### src/rtl/poly_op_sched.sv
// Command scheduler for a polynomial accelerator: queues {opcode, sub, vlen}
// commands, launches one engine at a time and arbitrates the shared RAM.
module poly_op_sched #(
  parameter int unsigned CMD_DEPTH = 4,
  parameter int unsigned TIMEOUT   = 4095
) (
  input  logic        clk,
  input  logic        areset,
  input  logic        cmd_valid,
  output logic        cmd_ready,
  input  logic [1:0]  cmd_opcode,
  input  logic        cmd_sub,
  input  logic [3:0]  cmd_vlen,
  output logic [2:0]  eng_start,
  input  logic [2:0]  eng_done,
  output logic        eng_add_sub_sel,
  output logic [3:0]  eng_vector_length,
  output logic [1:0]  ram_sel,
  output logic        busy,
  output logic        op_done,
  output logic        op_error,
  output logic [1:0]  err_code,
  output logic [15:0] ops_count
);

  localparam int unsigned AW       = $clog2(CMD_DEPTH);
  localparam logic [AW:0] FULL_CNT = (AW+1)'(CMD_DEPTH);
  localparam logic [11:0] TMO_LAST = 12'(TIMEOUT - 1);

  typedef enum logic [2:0] {IDLE, LAUNCH, BUSY, DONE, ERR} state_t;

  state_t        state, state_nxt;
  logic [6:0]    q_mem [CMD_DEPTH];
  logic [AW-1:0] wr_ptr, rd_ptr;
  logic [AW:0]   q_count, q_count_nxt;
  logic          push, pop, q_empty, q_full;
  logic [1:0]    head_op;
  logic          head_sub;
  logic [3:0]    head_vlen;
  logic [1:0]    op_q;
  logic [11:0]   tmo_cnt;
  logic          done_hit;
  logic          err_load;
  logic [1:0]    err_val;

  assign q_empty   = (q_count == '0);
  assign q_full    = (q_count == FULL_CNT);
  assign push      = cmd_valid && cmd_ready && !q_full;
  assign pop       = (state == IDLE) && !q_empty;
  assign head_op   = q_mem[rd_ptr][6:5];
  assign head_sub  = q_mem[rd_ptr][4];
  assign head_vlen = q_mem[rd_ptr][3:0];

  always_comb begin
    q_count_nxt = q_count;
    case ({push, pop})
      2'b10:   q_count_nxt = q_count + (AW+1)'(1);
      2'b01:   q_count_nxt = q_count - (AW+1)'(1);
      default: q_count_nxt = q_count;
    endcase
  end

  always_ff @(posedge clk) begin
    if (push) q_mem[wr_ptr] <= {cmd_opcode, cmd_sub, cmd_vlen};
  end

  always_comb begin
    done_hit = 1'b0;
    case (op_q)
      2'd0:    done_hit = eng_done[0];
      2'd1:    done_hit = eng_done[1];
      2'd2:    done_hit = eng_done[2];
      default: done_hit = 1'b0;
    endcase
  end

  // Validation happens on the popped head in the same cycle it is latched.
  always_comb begin
    state_nxt = state;
    err_load  = 1'b0;
    err_val   = err_code;
    case (state)
      IDLE: begin
        if (!q_empty) begin
          if (head_op == 2'b11) begin
            state_nxt = ERR;
            err_load  = 1'b1;
            err_val   = 2'b01;
          end else if (head_vlen == 4'd0 || head_vlen > 4'd8) begin
            state_nxt = ERR;
            err_load  = 1'b1;
            err_val   = 2'b10;
          end else begin
            state_nxt = LAUNCH;
          end
        end
      end
      LAUNCH: state_nxt = BUSY;
      BUSY: begin
        if (done_hit) begin
          state_nxt = DONE;
        end else if (tmo_cnt == TMO_LAST) begin
          state_nxt = ERR;
          err_load  = 1'b1;
          err_val   = 2'b11;
        end
      end
      DONE:    state_nxt = IDLE;
      ERR:     state_nxt = IDLE;
      default: state_nxt = IDLE;
    endcase
  end

  always_ff @(posedge clk or posedge areset) begin
    if (areset) begin
      state             <= IDLE;
      wr_ptr            <= '0;
      rd_ptr            <= '0;
      q_count           <= '0;
      cmd_ready         <= 1'b0;
      op_q              <= 2'b11;
      eng_add_sub_sel   <= 1'b0;
      eng_vector_length <= '0;
      err_code          <= '0;
      tmo_cnt           <= '0;
      ops_count         <= '0;
    end else begin
      state     <= state_nxt;
      q_count   <= q_count_nxt;
      cmd_ready <= (q_count_nxt != FULL_CNT);
      if (push) wr_ptr <= wr_ptr + AW'(1);
      if (pop) begin
        rd_ptr            <= rd_ptr + AW'(1);
        op_q              <= head_op;
        eng_add_sub_sel   <= head_sub;
        eng_vector_length <= head_vlen;
      end
      if (err_load) err_code <= err_val;
      if (state == LAUNCH)    tmo_cnt <= '0;
      else if (state == BUSY) tmo_cnt <= tmo_cnt + 12'd1;
      if (state == DONE) ops_count <= ops_count + 16'd1;
    end
  end

  always_comb begin
    eng_start = '0;
    if (state == LAUNCH) begin
      case (op_q)
        2'd0:    eng_start = 3'b001;
        2'd1:    eng_start = 3'b010;
        2'd2:    eng_start = 3'b100;
        default: eng_start = '0;
      endcase
    end
  end

  assign ram_sel  = (state == LAUNCH || state == BUSY) ? op_q : 2'b11;
  assign busy     = (state == LAUNCH) || (state == BUSY) || (state == DONE);
  assign op_done  = (state == DONE);
  assign op_error = (state == ERR);

endmodule

### config.mk
export PLATFORM = sky130hd
export DESIGN_NAME = poly_op_sched
export DESIGN_NICKNAME = d
export VERILOG_FILES = /design/src/rtl/poly_op_sched.sv
export SDC_FILE = /design/constraint.sdc
export NUM_CORES = 1
export LEC_CHECK = 0
export ABC_CLOCK_PERIOD_IN_PS = 5300
export BUFFER_PORTS_ARGS = -buffer_cell sky130_fd_sc_hd__buf_2
export CORE_ASPECT_RATIO = 1.2
export CORE_MARGIN = 2
export CORE_UTILIZATION = 50
export DETAILED_ROUTE_END_ITERATION = 12
export PLACE_DENSITY = 0.71
export SLEW_MARGIN = 40
export SYNTH_ARGS = -nofsm -noshare
export SYNTH_HDL_FRONTEND = slang
export SYNTH_SLANG_ARGS = --single-unit
### constraint.sdc
create_clock -name clk -period 5.3 [get_ports clk]
set_clock_uncertainty 0.05 [all_clocks]
set_input_delay 1.06 -clock clk [delete_from_list [all_inputs] [get_ports clk]]
set_output_delay 1.06 -clock clk [all_outputs]
set_load 0.03 [all_outputs]
# Yosys cells after proc, flatten, opt, wreduce, memory -nomap -nowiden
# Memory sizes are Yosys's and may differ from the RTL's.
# Cells that the tools add are included.
# Widths: inputs -> output; s select.
[op_classes]
addsub = 6
mul = 0
div = 0
order_cmp = 1
eq_ne = 17
shifts = 0
n_mux = 27
bitwise = 0
n_reduce_logical = 16
[ops]
columns = ["cell", "count"]
rows = [
  ["$mux 12", 2],
  ["$mux 3", 6],
  ["$pmux 3 s3", 2],
  ["$add 16x1->16 const B", 1],
  ["$add 12x1->12 const B", 1],
  ["$eq 12x12->1 const B", 1],
  ["$mux 2", 6],
  ["$mux 1", 7],
  ["$eq 2x2->1 const B", 3],
  ["$eq 3x2->1 const B", 2],
  ["$eq 3x3->1 const B", 2],
  ["$logic_not 3->1", 2],
  ["$ne 2x2->1 const B", 3],
  ["$ne 3x3->1 const B", 2],
  ["$pmux 3 s2", 1],
  ["$reduce_and 6->1", 1],
  ["$add 2x1->2 const B", 2],
  ["$eq 2x1->1 const B", 2],
  ["$gt 4x4->1 const B", 1],
  ["$logic_not 4->1", 1],
  ["$pmux 2 s2", 1],
  ["$reduce_bool 2->1", 2],
  ["$add 3x1->3 const B", 1],
  ["$eq 3x1->1 const B", 1],
  ["9 further kinds", 14],
]
[word_totals]
register_bits = 48
latch_bits = 0
ram_bits = 28
romBits = 0
inputBits = 13
output_inout_bits = 32
word_cells = 79
memories = 1
[memory_table]
columns = ["name", "depth", "width", "read_ports", "rd_ports_with_merged_regs", "wr", "line_no", "rtl"]
rows = [
  ["q_mem", 4, 7, 1, 0, 1, "33", "logic [6:0] q_mem [CMD_DEPTH];"],
]

# Logic depth before layout (Yosys ltp)
# An unclocked memory read counts as a cell.
[logic_depth]
word_depth = 8
ltp_mapped = 10
depth_no_buf = 10

# Least setup slack after synthesis
# Ideal clock, no wire load.
[synth_timing]
path_kind = "register to output"
startpoint = "register state[2]"
endpoint = "output eng_start[2]"
t_arrival_ns = 1.876
required_time_ns = 4.190
path_slack_ns = 2.314
stages_incl_launch_ff = 5
n_path_buf = 2
cell_sequence = "dfrtp_1 > clkbuf_1 > or3b_2 > clkbuf_1 > nor3b_1"
[synth_between]
elab_chain_cells = 2
[synth_lines]
columns = ["element", "line_no", "rtl"]
rows = [
  ["start: declaration", "32", "state_t state, state_nxt;"],
  ["start signal: assignment", "128", "state <= state_nxt;"],
  ["$eq 3x1->1", "147", "if (state == LAUNCH) begin"],
  ["$mux 3", "147", ""],
  ["end: declaration", "14", "output logic [2:0] eng_start,"],
]
# Every way passes these cells.

# Worst setup path in the final report
[layout_timing]
startpoint = "register state[0]"
endpoint = "output eng_start[2]"
# Same word-level chain as after synthesis.

==> summary.md <==
| Metric | Value |
|---|---|
| Data arrival time of the critical path | `1840 ps` |
| Crit Path Category | `flop to primary output` |
| Ys flop type | `dfrtp_1` |
| Synthesized area | `0.00338 sq mm` |
| Hold-fix buffers, CTS | `0` |
| Yosys top cell by area | `dfrtp_1` |
| Crit path largest cell delay | `600 ps` |
| Post-Route Setup TNS | `0 ps` |
| Setup violators final | `0` |
| Seq/Total Area, Yosys | `60.5%` |
| Core Util, Final | `59.8%` |
| Switching power | `0.747 mW` |
| Final min period | `2950 ps` |
| EDFF count, synth | `28` |
| Layout area overhead | `14.7%` |
| Slew Viols, Final | `0` |
| Gp weighted congestion | `0.780` |
| Status | `finished clean` |
| GRT Overall Usage | `17.5%` |
| Warnings from Yosys | `0` |
| Full die area | `0.00743 sq mm` |
| Drt first pass iters | `4` |
| Htree depth | `3` |
| Worst Slack Setup Final | `2350 ps` |
| Post-CTS sizing | `0` |
| DP HPWL | `4.03 mm` |
| Crit-path leading delay family | `simple AND/OR/NAND/NOR gates` |
| Clock transition at path regs | `90 ps` |
| CTS Buf Count | `9` |
| Vias per cell | `5.38` |
| Avg WL per Cell | `14.8 um` |
| Core Region | `0.00649 sq mm` |
| Final WL | `5.80 mm` |
| Cell Pwr Density | `528 mW/mm^2` |
| Initial antenna violation count | `0` |
| FP Rows | `32` |
| WP data required | `4190 ps` |
| CP max-delay cell | `or3b_2` |
| Syn Nets | `277` |
| Grt total ovfl | `0` |
| Dpl cells | `376` |
| Global-route wire length before repair | `9.88 mm` |
| Die height | `94.0 um` |
| Startpoint types | `flop` |
| RSZ-0062 raised after global routing | `false` |
| Slew Limit Headroom | `60.7%` |
| Min-Delay Path Class | `flop to flop` |
| Max_cap viols | `0` |
| Number of global-route vias before repair | `2,090` |
| M1 GR Usage | `22.0%` |
| Antenna diode count | `0` |
| Leak Pwr | `1.69 nW` |
| Setup crit end kind | `primary output` |
| Routed Antenna Nets | `0` |
| Sw Share | `36.5%` |
| Largest net degree at the start of global routing | `49` |
| Sequential power share | `43.1%` |
| Worst VDD drop | `0.301 mV` |
| Via count | `2,107` |
| Pre-CTS setup slack | `2430 ps` |
| Met3 Usage GRT | `5.19%` |
| Top-area cell type share of the netlist area | `34.1%` |
| Crit Path Max Fanout | `9` |
| Initial Util | `52.1%` |
| Asr flop ratio synth | `63.2%` |
| Layout Cells excl Fill | `392` |
| Final Cycle Share | `55.6%` |
| Cell variety after synth | `44` |
| Worst-Skew Late Latency | `350 ps` |
| Synth Area per Inst | `13.2 sq um` |
| Logic gate share of total power | `35.4%` |
| Fmax | `339 MHz` |
| Pint | `1.30 mW` |
| DRC errors left | `0` |
| Syn Inst Count | `255` |
| Clk sinks | `76` |
| DRT iter0 DRCs | `90` |
| Layout fillers | `540` |
| Final Hold Fails | `0` |
| Clk pwr share | `21.5%` |
| PortBufs | `44` |
| Final-stage net count | `324` |
| Die X | `79.0 um` |
| Maximum root-to-sink buffer count | `2` |
| Critical path buffer and inverter count | `1` |
| Post-CTS Setup Bufs | `0` |
| Fraction of layout cells with a size suffix above 1 | `26.7%` |
| Top cells by area, synth | `dfrtp_1 (34%), edfxtp_1 (25%), mux4_1 (3.1%), ha_1 (3.0%), xnor2_1 (2.9%)` |
| CTS root buf | `clkbuf_8` |
| Global routing's busiest layer | `met2` |
| # IOs | `45` |
| Critical path, cell by cell | `or3b_2 -> nor3b_1 -> buf_2` |
| #FFs+latches synth | `76` |
| Met2 Use GR | `28.2%` |
| CTS tree | `yes` |
| Least-Margin Pin Slew | `589 ps` |
## per-layer routing
| metal | vias up | share of wire, % | wire length [um] |
|---|---|---|---|
| met5 | - | 0 | 0 |
| met4 | 0 | 1.4 | 80 |
| met3 | 7 | 3.6 | 211 |
| met2 | 37 | 50 | 2930 |
| met1 | 1043 | 44 | 2580 |
| li1 | 1020 | - | - |
## power groups by stage
stage / Combinational, mW / Clock [mW] / Sequential (mW)
2_1_floorplan: 0.533 / 0 / 0.913
3_3_place_gp: 0.715 / 0 / 0.891
3_5_place_dp: 0.731 / 0 / 0.897
4_1_cts: 0.734 / 0.451 / 0.885
5_1_grt: 0.796 / 0.474 / 0.906
6_report: 0.724 / 0.439 / 0.882
## synth_stat cells (all sizes together) (7+ instances only)
cell type,number
dfrtp,46
edfxtp,28
nand2,19
o21ai,16
inv,12
xnor2,11
xor2,11
nor2,9
ha,8
mux2,8
mux4,7
nand3,7
nor3,7
## area by class of cell
class / count / area (sq um) / area share (%)
clock buffers: 11 / 141 / 3.65
clock inverters: 5 / 60.1 / 1.55
inverters: 12 / 47.5 / 1.23
multi-input cells: 158 / 1250 / 32.2
flip-flops and latches: 76 / 2040 / 52.7
well taps: 85 / 106 / 2.74
repair buffers: 45 / 228 / 5.87
## metrics by stage
step	power, mW	area [sq um]	hold WS (ps)
after floorplan	1.45	3380	395
after global placement	1.61	3670	402
after detailed placement	1.63	3670	422
after CTS	2.07	3880	438
after global routing	2.18	3880	453
final	2.04	3880	434
## final timing paths
check | from | to | slack [ps] | cells after the start
max in group asynchronous | areset | wr_ptr[1] | 4060 | 2
min in group asynchronous | areset | tmo_cnt[0] | 730 | 2
max reg2reg | state[0] | cmd_ready | 2900 | 9
min | ops_count[15] | ops_count[15] | 430 | 1
min reg2reg | ops_count[15] | ops_count[15] | 430 | 1
max | state[0] | eng_start[2] | 2350 | 3
## registers in the layout, indices dropped and copies added (netlist names)
| name | count |
|---|---|
| op_q | 2 |
| cmd_ready | 1 |
| err_code | 2 |
| q_count | 3 |
| wr_ptr | 2 |
| q_mem | 28 |
| ops_count | 16 |
| eng_vector_length | 4 |
| eng_add_sub_sel | 1 |
| state | 3 |
| rd_ptr | 2 |
| tmo_cnt | 12 |
## logic make-up (layout without fill, tap and decap cells)
logic type,count (synthesis),in the layout,synth area share (%)
simple gates,77,77,12.9
flops,76,76,60.5
compound gates,32,32,6.00
xor+xnor,22,22,5.70
buf+inv,21,73,2.70
mux,18,18,8.67
fa+ha+maj,9,9,3.56
## placed cells by master, fill, tap and decap left out, drive strengths merged, types with 7 or more instances in the layout
cell,instances
mux4,7
mux2,8
xnor2,11
nor2,9
nor3,7
clkbuf,11
xor2,11
inv,13
buf,45
dfrtp,46
nand3,7
edfxtp,28
o21ai,16
nand2,19
ha,8
(Power assumes the default switching activity.)
